[src/rtl/cla_pkg.sv]
// Shared constants and helpers for the pipelined CLA adder.
package cla_pkg;

  localparam logic CLA_OP_ADD = 1'b0;
  localparam logic CLA_OP_SUB = 1'b1;

  // Returns 0 for an illegal split so the top can reject it at elaboration.
  function automatic int cla_ngroup(
    input int width,
    input int group
  );
    if (group < 1 || width < group) return 0;
    if ((width % group) != 0) return 0;
    return width / group;
  endfunction

endpackage

[src/rtl/cla_group.sv]
// Combinational GROUP-bit carry-lookahead slice.
module cla_group #(
  parameter int GROUP = 4
) (
  input  logic [GROUP-1:0] a,
  input  logic [GROUP-1:0] b,
  input  logic             cin,
  output logic [GROUP-1:0] sum,
  output logic             cout,
  output logic             gg,
  output logic             gp
);

  logic [GROUP-1:0] g;
  logic [GROUP-1:0] p;
  logic [GROUP-1:0] c;
  logic             gk;
  logic             pk;

  assign g = a & b;
  assign p = a ^ b;

  // Each carry is a flat sum-of-products over g/p, not a ripple.
  always_comb begin
    c  = '0;
    gk = 1'b0;
    pk = 1'b1;
    gg = 1'b0;
    gp = 1'b1;
    for (int i = 0; i < GROUP; i++) begin
      gk = 1'b0;
      pk = 1'b1;
      for (int j = i - 1; j >= 0; j--) begin
        gk = gk | (pk & g[j]);
        pk = pk & p[j];
      end
      c[i] = gk | (pk & cin);
    end
    for (int j = GROUP - 1; j >= 0; j--) begin
      gg = gg | (gp & g[j]);
      gp = gp & p[j];
    end
  end

  assign sum  = p ^ c;
  assign cout = gg | (gp & cin);

endmodule

[src/rtl/cla_pipe_adder.sv]
// Pipelined WIDTH-bit CLA adder/subtractor, one GROUP slice per stage.
module cla_pipe_adder
  import cla_pkg::*;
#(
  parameter int WIDTH = 16,
  parameter int GROUP = 4
) (
  input  logic             Clk,
  input  logic             Reset_n,
  input  logic             In_Valid,
  output logic             In_Ready,
  input  logic [WIDTH-1:0] A,
  input  logic [WIDTH-1:0] B,
  input  logic             Cin,
  input  logic             Sub,
  output logic             Out_Valid,
  input  logic             Out_Ready,
  output logic [WIDTH-1:0] Sum_out,
  output logic             Cout_out,
  output logic             Ovf_out,
  output logic             Zero_out
);

  localparam int NGROUP = cla_ngroup(WIDTH, GROUP);
  localparam int LAST   = NGROUP - 1;

  if (NGROUP < 1) begin : g_bad_cfg
    $error("cla_pipe_adder: WIDTH must be a multiple of GROUP");
  end

  logic en;
  logic rdy_q;

  logic [WIDTH-1:0] s_a [NGROUP];
  logic [WIDTH-1:0] s_b [NGROUP];
  logic             s_c [NGROUP];
  logic             s_v [NGROUP];
  logic [WIDTH-1:0] n_a [NGROUP];
  logic             n_c [NGROUP];
  logic [GROUP-1:0] g_sum [NGROUP];
  logic [NGROUP-1:0] la_gg;
  logic [NGROUP-1:0] la_gp;
  logic             unused_la;

  assign en       = !Out_Valid || Out_Ready;
  assign In_Ready = rdy_q && en;

  always_ff @(posedge Clk or negedge Reset_n) begin
    if (!Reset_n) rdy_q <= 1'b0;
    else          rdy_q <= 1'b1;
  end

  assign s_v[0] = In_Valid && In_Ready;
  assign s_a[0] = A;
  assign s_b[0] = (Sub == CLA_OP_SUB) ? ~B : B;
  assign s_c[0] = (Sub == CLA_OP_ADD) ? Cin : ~Cin;

  // The A word rotates right one slice per stage; finished sum
  // slices enter at the top, so after NGROUP stages it is the sum.
  for (genvar k = 0; k < NGROUP; k++) begin : g_stage
    cla_group #(
      .GROUP (GROUP)
    ) u_grp (
      .a    (s_a[k][GROUP-1:0]),
      .b    (s_b[k][GROUP-1:0]),
      .cin  (s_c[k]),
      .sum  (g_sum[k]),
      .cout (n_c[k]),
      .gg   (la_gg[k]),
      .gp   (la_gp[k])
    );

    assign n_a[k] = (s_a[k] >> GROUP)
                  | (WIDTH'(g_sum[k]) << (WIDTH - GROUP));

    if (k < LAST) begin : g_reg
      logic             v_q;
      logic             c_q;
      logic [WIDTH-1:0] a_q;
      logic [WIDTH-1:0] b_q;

      always_ff @(posedge Clk or negedge Reset_n) begin
        if (!Reset_n) begin
          v_q <= 1'b0;
          c_q <= 1'b0;
          a_q <= '0;
          b_q <= '0;
        end else if (en) begin
          v_q <= s_v[k];
          c_q <= n_c[k];
          a_q <= n_a[k];
          b_q <= s_b[k] >> GROUP;
        end
      end

      assign s_v[k+1] = v_q;
      assign s_c[k+1] = c_q;
      assign s_a[k+1] = a_q;
      assign s_b[k+1] = b_q;
    end
  end

  assign unused_la = ^{la_gg, la_gp};

  always_ff @(posedge Clk or negedge Reset_n) begin
    if (!Reset_n) begin
      Out_Valid <= 1'b0;
      Sum_out   <= '0;
      Cout_out  <= 1'b0;
      Ovf_out   <= 1'b0;
      Zero_out  <= 1'b0;
    end else if (en) begin
      Out_Valid <= s_v[LAST];
      Sum_out   <= n_a[LAST];
      Cout_out  <= n_c[LAST];
      Ovf_out   <= (s_a[LAST][GROUP-1] == s_b[LAST][GROUP-1])
                && (g_sum[LAST][GROUP-1] != s_a[LAST][GROUP-1]);
      Zero_out  <= (n_a[LAST] == '0);
    end
  end

endmodule

[config.mk]
export PLATFORM = sky130hd
export DESIGN_NAME = cla_pipe_adder
export DESIGN_NICKNAME = d
export VERILOG_FILES = /design/src/rtl/cla_pkg.sv /design/src/rtl/cla_group.sv /design/src/rtl/cla_pipe_adder.sv
export SDC_FILE = /design/constraint.sdc
export NUM_CORES = 1
export LEC_CHECK = 0
export BUFFER_PORTS_ARGS = -buffer_cell sky130_fd_sc_hd__buf_2
export CORE_MARGIN = 5
export CORE_UTILIZATION = 35
export DETAILED_ROUTE_END_ITERATION = 8
export HOLD_SLACK_MARGIN = 0.12
export RECOVER_POWER = 25
export SYNTH_ARGS = -nofsm -noshare
export SYNTH_HDL_FRONTEND = slang
export SYNTH_SLANG_ARGS = --single-unit
[constraint.sdc]
create_clock -name Clk -period 1.62 [get_ports Clk]
set_clock_uncertainty 0.1 [all_clocks]
set_input_delay 0.243 -clock Clk [delete_from_list [all_inputs] [get_ports Clk]]
set_output_delay 0.243 -clock Clk [all_outputs]
set_load 0.05 [all_outputs]
==> results of run 1 <==
[critical path, stage by stage (launching register included)]
cell and delay, ns:
sky130_fd_sc_hd__dfrtp_1 0.38, sky130_fd_sc_hd__ha_1 0.29, sky130_fd_sc_hd__a21o_1 0.17, sky130_fd_sc_hd__a21oi_2 0.15, sky130_fd_sc_hd__o21ba_4 0.17, sky130_fd_sc_hd__xnor2_2 0.07
sky130_fd_sc_hd__mux2_4 0.26
[area by class of cell]
cell class              instances  area (sq um)
flip-flops and latches         99          2480
fillers                      1222          6490
well taps                     168           210
clock buffers                   9           225
inverters                      11          41.3
clock inverters                 7          92.6
multi-input cells             330          1830
repair buffers                104           746
[synthesized netlist by cell type, types with 2 or more instances]
cell type	n	area (sq um)
sky130_fd_sc_hd__nand2_1	206	773
sky130_fd_sc_hd__ha_1	16	200
sky130_fd_sc_hd__a21oi_1	17	85.1
sky130_fd_sc_hd__xnor2_1	23	201
sky130_fd_sc_hd__dfrtp_1	99	2480
sky130_fd_sc_hd__a21o_1	4	30.0
sky130_fd_sc_hd__nand2b_1	3	18.8
sky130_fd_sc_hd__xor2_1	7	61.3
sky130_fd_sc_hd__nor2_1	11	41.3
sky130_fd_sc_hd__clkbuf_1	14	52.6
sky130_fd_sc_hd__o21bai_1	2	15.0
sky130_fd_sc_hd__a211oi_1	2	15.0
sky130_fd_sc_hd__buf_2	8	40.0
sky130_fd_sc_hd__o21ai_0	21	105
sky130_fd_sc_hd__inv_1	11	41.3
sky130_fd_sc_hd__fa_1	4	80.1
[stage by stage]
stage	setup slack, ns	instance area [sq um]	utilization (%)	instances
after global routing	-0.162	5620	46.4	728
after global placement	-0.0759	5010	41.4	688
final	-0.0827	5620	46.4	728
after floorplan	-0.176	4390	-	463
after CTS	-0.0939	5610	46.3	728
after detailed placement	-0.133	5010	41.4	688
[worst min-delay path by stage]
stage	endpoint	slack (ns)	from	depth (start not counted)
2_1_floorplan	Cout_out$_DFFE_PN0N_	-0.15	Reset_n	0
3_3_place_gp	g_stage[2].g_reg.b_q[2]$_DFFE_PN0N_	0.09	Reset_n	1
4_1_cts	g_stage[0].g_reg.b_q[0]$_DFFE_PN0N_	0.12	B[4]	3
5_1_grt	g_stage[0].g_reg.b_q[0]$_DFFE_PN0N_	0.14	B[4]	3
6_report	g_stage[0].g_reg.b_q[5]$_DFFE_PN0N_	0.13	B[9]	3
3_5_place_dp	g_stage[2].g_reg.b_q[2]$_DFFE_PN0N_	0.1	Reset_n	1
[cell families (layout without fill, tap and decap cells)]
family / after synthesis / after routing
AOI/OAI and AO/OA: 50 / 50
xor gates and xnor gates: 30 / 30
adders and majority gates: 20 / 20
buffers and inverters: 34 / 131
DFF: 99 / 99
muxes: 1 / 1
other: 1 / 1
and+or+nand+nor: 228 / 228
[power groups by stage]
stage	Combinational, W	Sequential, W	Clock [W]
after floorplan	0.00242	0.00488	0
after global placement	0.00432	0.00417	0
after detailed placement	0.00441	0.00421	0
after CTS	0.00473	0.00418	0.00231
after global routing	0.00534	0.00430	0.00241
final	0.00477	0.00416	0.00223
[layer usage]
layer,global-route usage [%],wire [um],part of all wire (%),vias to the layer above
met5,0,0,0,-
met3,2.33,349,3.9,13
met1,17.4,4160,47,1502
li1,-,-,-,1643
met2,20.8,4140,47,58
met4,6.09,194,2.2,0
[what timing repair did]
item | CTS | global route
endpoints found under the setup margin | 7 | 11
pin swaps | 10 | 7
cloned | 0 | 0
endpoints found under the hold margin | 121 | 0
setup buffers | 1 | 0
hold buffers | 23 | 0
resized for setup | 10 | 7
[state kept, by name, summed over array words and instances, names as in the netlist]
| register | cells |
|---|---|
| g_stage.g_reg.a_q | 48 |
| g_stage.g_reg.b_q | 24 |
| Sum_out | 16 |
| g_stage.g_reg.c_q | 3 |
| g_stage.g_reg.v_q | 3 |
| Cout_out | 1 |
| Out_Valid | 1 |
| Ovf_out | 1 |
| Zero_out | 1 |
| rdy_q | 1 |
==> results.md, run 1 <==
* Starting density of the core at between 30% and 40%
* Clk sinks at between 90 and 100
* Cell area after synthesis at around 0.0044 sq mm
* Slew at the pin closest to its max-slew limit at between 0.7 and 0.8 ns
* Nets in the synthesized netlist at ~520
* Via count of the first global-routing pass at 3291
* Async set-reset flop share out of synthesis at 100%
* Setup repair after global routing missed its margin: yes
* Critical Path Sink Type: flip-flop
* Design internal power at 0.00683 W
* Result of the run: complete, but fails checks
* Post-synthesis sequential element count at 99
* Ports placed on the boundary at 59
* Critical Path Source: g_stage[2].g_reg.a_q[0]$_DFFE_PN0N_
* Setup slack of the critical path after layout at -0.0827 ns
* Total iterations of the first detailed-routing run at 4
* Combined global-route utilization of all metal layers at between 10% and 20%
* Count of buffers inserted at the top-level ports at between 50 and 60
* Detailed-route vias per instance at 4.42
* Number of max-cap violations at 0
* Length in cells of the worst reg-to-reg path at 6
* Number of H-tree levels at 3
* Worst hold slack at 0.132 ns
* Worst skew pair latency at around 0.34 ns
* Required time at the worst-slack endpoint at 1.75 ns
* Register share of total power at between 30 and 40%
* Compound-Gate Fraction of Synth Area at approximately 6.5%
* Clock tree root driver cell: sky130_fd_sc_hd__clkbuf_16
* Routed WL per cell at between 10 and 15 um
* Capture instance of the worst register-to-register path: Sum_out[15]$_DFFE_PN0N_
* Highest attainable clock frequency at approximately 0.59 GHz
* Synthesis Warnings at 0
* Clock-pin slew of the registers on the worst-case setup and hold paths at ~0.070 ns
* Core region area at approximately 0.012 sq mm
* Critical Path Source Type: flip-flop
* Number of enable-type register cells in the synthesized netlist at 0
* Power density relative to cell area at between 1500 and 2000 mW/mm^2
* Post-layout minimum cycle time at 1.70 ns
* Relative slew slack at between 50 and 60%
* CTS tree: yes
* Worst Hold Class: in -> reg
* Detailed Route Iter0 Violations at between 100 and 150
* Die Footprint at ~0.015 sq mm
* Main combinational cell family by area after synthesis: simple AND/OR/NAND/NOR gates
* Post-synthesis share of cell area spent on full adders, half adders and majority gates at between 6 and 7%
* Average size of a mapped cell at between 9 and 10 sq um
* Wire length of the first global-routing pass at between 15000 and 20000 um
* Layout overhead on the synthesized area at 29.2%
* Max IR drop VDD at around 0.00068 V
* Synth Area in XOR/XNOR at 6.04%
* Die Ht at 122 um
* Portion of the clock cycle consumed by the worst path in the final layout at 105%
* Clk network pwr share at between 20% and 30%
* Die W at between 100 and 150 um
* Mux contribution to synthesized area at less than 1%
* Synthesized-area fraction occupied by and/or/nand/nor cells at 20.6%
* Number of antenna cells inserted at 0
* Largest buffer count on any clock path at 2
* Highest net fanout along the worst path at 3
* Total DRC errors in the routed layout at 0
* Failing checks: negative setup slack
* Leak at about 2.9 nW
* Global route total overflow at 0
* Reg2reg start: g_stage[2].g_reg.a_q[0]$_DFFE_PN0N_
* Most common flop cell mapped by yosys: sky130_fd_sc_hd__dfrtp_1
* Type of the worst setup path: reg -> reg
* Register-to-Register Setup Slack at -0.08 ns
* Post-layout nets at between 600 and 700
* CTS Buf Count at 9
* Seq/Total Area, Yosys at 56.9%
* Total via count after detailed routing at 3216
* Total number of placement rows at 40
* Pin count of the biggest net entering global routing at 84
* Endpoints failing hold at 0
* Critical path data arrival time at around 1.8 ns
* Critical Path Sink: Sum_out[15]$_DFFE_PN0N_
* Commonest cells after routing, fill and taps aside: sky130_fd_sc_hd__nand2_1, sky130_fd_sc_hd__dfrtp_1, sky130_fd_sc_hd__buf_2
* Initial antenna violation count at 0
* Sum of routed wire length over all layers at 8840 um
* Most common cell after layout, fill and taps aside: sky130_fd_sc_hd__nand2_1
* Post-DRT Antenna Nets at 0
* Gp weighted congestion at roughly 0.74
* Cells after synthesis at roughly 460
* Final Setup Violations at 3
* PnR Total Power at ~0.011 W
* Total negative slack for setup checks at -0.139 ns
* Fraction of final layout cells with drive strength greater than 1 at between 20% and 30%
* Sw frac at 38.8%
* Library cells used by synthesis at 31
* Sw power at between 0.004 and 0.005 W
* HPWL after DPL at ~6300 um
* Final-report max-slew violation count at 0
* Comb power frac at 42.7%
No activity file was read; power rests on OpenSTA's default activity.
==> run 2, diff against run 1 <==
--- a/config.mk
+++ b/config.mk
@@ -8,9 +8,11 @@
 export BUFFER_PORTS_ARGS = -buffer_cell sky130_fd_sc_hd__buf_2
 export CORE_MARGIN = 5
 export CORE_UTILIZATION = 35
+export CTS_BUF_LIST = sky130_fd_sc_hd__clkbuf_4
 export DETAILED_ROUTE_END_ITERATION = 8
 export HOLD_SLACK_MARGIN = 0.12
 export RECOVER_POWER = 25
+export SKIP_CTS_REPAIR_TIMING = 1
 export SYNTH_ARGS = -nofsm -noshare
 export SYNTH_HDL_FRONTEND = slang
 export SYNTH_SLANG_ARGS = --single-unit
==> results.md, run 2 (synthesized netlist as in run 1, its figures left out) <==
* Global route total overflow at 0 (unchanged)
* Fraction of final layout cells with drive strength greater than 1 at 20.2% (-0.82 points)
* Max IR drop VDD at 0.000565 V (-17%)
* Die Footprint at 0.0148 sq mm (unchanged)
* Kind of cell adding the most delay to the critical path: compound AO/OA/AOI/OAI gates
* Layout overhead on the synthesized area at 25.8%
* Worst Hold Class: in -> reg
* Via count of the first global-routing pass at 3224 (-2.0%)
* Post-layout minimum cycle time at 1.73 ns (+0.0243 ns)
* Clk sinks at 99 (unchanged)
* CP max stage cell: sky130_fd_sc_hd__dfrtp_1
* Critical Path Sink Type: flip-flop
* Total number of placement rows at 40 (unchanged)
* Setup slack of the critical path after layout at -0.107 ns (-0.0243 ns)
* Die W at 122 um (unchanged)
* Slew at the pin closest to its max-slew limit at 0.715 ns (-0.00537 ns)
* Power density relative to cell area at 1860 mW/mm^2 (-6.4%)
* Number of H-tree levels at 3 (unchanged)
* Detailed Route Iter0 Violations at 155 (+14%)
* Highest attainable clock frequency at 0.579 GHz (-1.4%)
* Critical path data arrival time at 1.97 ns (+0.14 ns)
* Design internal power at 0.00599 W (-12%)
* Most common cell after layout, fill and taps aside: sky130_fd_sc_hd__nand2_1
* Clock-pin slew of the registers on the worst-case setup and hold paths at 0.15 ns (+0.08 ns)
* Largest buffer count on any clock path at 2 (unchanged)
* CTS tree: yes
* Commonest cells after routing, fill and taps aside: sky130_fd_sc_hd__nand2_1, sky130_fd_sc_hd__dfrtp_1, sky130_fd_sc_hd__buf_2
* Sum of routed wire length over all layers at 8810 um (-0.33%)
* Core region area at 0.0121 sq mm (unchanged)
* Type of the worst setup path: reg -> reg
* Buf+Inv Stages, Crit Path at 0 (unchanged)
* Max FFs per register at 48 (unchanged)
* Register share of total power at 40.7% (+3.4 points)
* Critical Path Source Type: flip-flop
* Sw frac at 41.2% (+2.3 points)
* Post-layout nets at 616 (+0.49%)
* Register ranked first by flip-flop count: g_stage.g_reg.a_q
* Largest registers: g_stage.g_reg.a_q x48, g_stage.g_reg.b_q x24, Sum_out x16
* PnR Total Power at 0.0102 W (-8.8%)
* Wire length of the first global-routing pass at 15200 um (-2.5%)
* Pin count of the biggest net entering global routing at 84 (unchanged)
* Final Setup Violations at 4 (+1)
* Total via count after detailed routing at 3202 (-0.44%)
* Sw power at 0.00419 W (-3.3%)
* Worst skew pair latency at 0.43 ns (+0.09 ns)
* Initial antenna violation count at 0 (unchanged)
* Gp weighted congestion at 0.741 (unchanged)
* Result of the run: complete, but fails checks
* Ordered cell list for the critical path: ha_1 > a21o_1 > a21oi_2 > o21ba_4 > xnor2_2 > mux2_2
* CTS Buf Count at 9 (unchanged)
* Total iterations of the first detailed-routing run at 4 (unchanged)
* Pre-CTS setup slack at -0.133 ns (unchanged)
* Clock tree root driver cell: sky130_fd_sc_hd__clkbuf_4
* Number of antenna cells inserted at 0 (unchanged)
* Endpoints failing hold at 0 (unchanged)
* Leak at 2.78 nW (-2.6%)
* Portion of the clock cycle consumed by the worst path in the final layout at 107% (+1.5 points)
* HPWL after DPL at 6250 um (unchanged)
* Fillcell total at 1240 (+1.5%)
* Post-DRT Antenna Nets at 0 (unchanged)
* Count of buffers inserted at the top-level ports at 58 (unchanged)
* Relative slew slack at 52.4% (+0.36 points)
* Final-report max-slew violation count at 0 (unchanged)
* Failing checks: negative setup slack
* Total DRC errors in the routed layout at 0 (unchanged)
* Required time at the worst-slack endpoint at 1.86 ns (+0.11 ns)
* Setup repair after global routing missed its margin: yes
* Number of max-cap violations at 0 (unchanged)
* Comb power frac at 45.4% (+2.7 points)
* Routed WL per cell at 12.0 um (-0.74%)
* Starting density of the core at 35.9% (unchanged)
* Die Ht at 122 um (unchanged)
* Ports placed on the boundary at 59 (unchanged)
* Clk network pwr share at 13.9% (-6.1 points)
* Combined global-route utilization of all metal layers at 12.7% (-0.32 points)
* Detailed-route vias per instance at 4.38 (-0.84%)
* Highest net fanout along the worst path at 3 (unchanged)
* Worst stage delay on the critical path at 0.41 ns (+0.03 ns)
run 2: changes by cell type in the layout (fill, tap and decap cells not counted), sizes merged:
cell,before,now
clkbuf,10,11
buf,80,78
dlygate4sd3,23,27
run 2: path summary, 6_finish.rpt:
path                                                     start                                  end  slack [ns]  cells after the start
hold reg to reg                         Sum_out[8]$_DFFE_PN0N_               Sum_out[8]$_DFFE_PN0N_        0.38                      2
max in group asynchronous                              Reset_n  g_stage[0].g_reg.a_q[0]$_DFFE_PN0N_        0.22                      3
min in group asynchronous                              Reset_n  g_stage[2].g_reg.b_q[2]$_DFFE_PN0N_        0.27                      2
setup / recovery           g_stage[2].g_reg.a_q[0]$_DFFE_PN0N_              Sum_out[15]$_DFFE_PN0N_       -0.11                      6
setup reg to reg           g_stage[2].g_reg.a_q[0]$_DFFE_PN0N_              Sum_out[15]$_DFFE_PN0N_       -0.11                      6
hold / removal                                       Out_Ready               Sum_out[6]$_DFFE_PN0N_        0.20                      5
run 2: layout make-up:
type	instances	area (sq um)	share of cell area, %
repair buffers	107	778	14.2
clock inverters	7	92.6	1.69
multi-input cells	330	1810	33.1
well taps	168	210	3.84
inverters	11	41.3	0.754
clock buffers	9	67.6	1.23
flip-flops and latches	99	2480	45.2
run 2: worst reg2reg max path, delay by kind of cell (launching register included):
kind,cells,cell delay [ns]
XOR/XNOR,1,0.07
multiplexers,1,0.26
AO/OA/AOI/OAI,3,0.49
adder cells (fa/ha/maj),1,0.30
flip-flops,1,0.41
run 2: power by group through the flow:
| stage | Clock [W] | Sequential [W] | Combinational, W |
|---|---|---|---|
| 4_1_cts | 0.00149 | 0.00415 | 0.00443 |
| 6_report | 0.00142 | 0.00414 | 0.00462 |
| 3_5_place_dp | 0 | 0.00421 | 0.00441 |
| 3_3_place_gp | 0 | 0.00417 | 0.00432 |
| 2_1_floorplan | 0 | 0.00488 | 0.00242 |
| 5_1_grt | 0.00159 | 0.00429 | 0.00518 |
run 2: per-stage QoR:
stage                     setup TNS (ns)  instances  utilization [%]  area, sq um  hold slack (ns)
after global placement            -0.247        688             41.4         5010           0.0918
final                             -0.292        731             45.2         5480            0.200
after CTS                         -0.662        704             42.7         5170           -0.426
after floorplan                    -4.35        463                -         4390           -0.153
after global routing              -0.860        731             45.2         5480            0.176
after detailed placement          -0.572        688             41.4         5010           0.0978
run 2: per-layer routing:
layer / wire length, um / GRT usage (%) / up-vias
li1: - / - / 1643
met1: 4270 / 17.0 / 1486
met2: 4010 / 20.1 / 59
met3: 354 / 2.42 / 14
met4: 178 / 5.88 / 0
met5: 0 / 0 / -
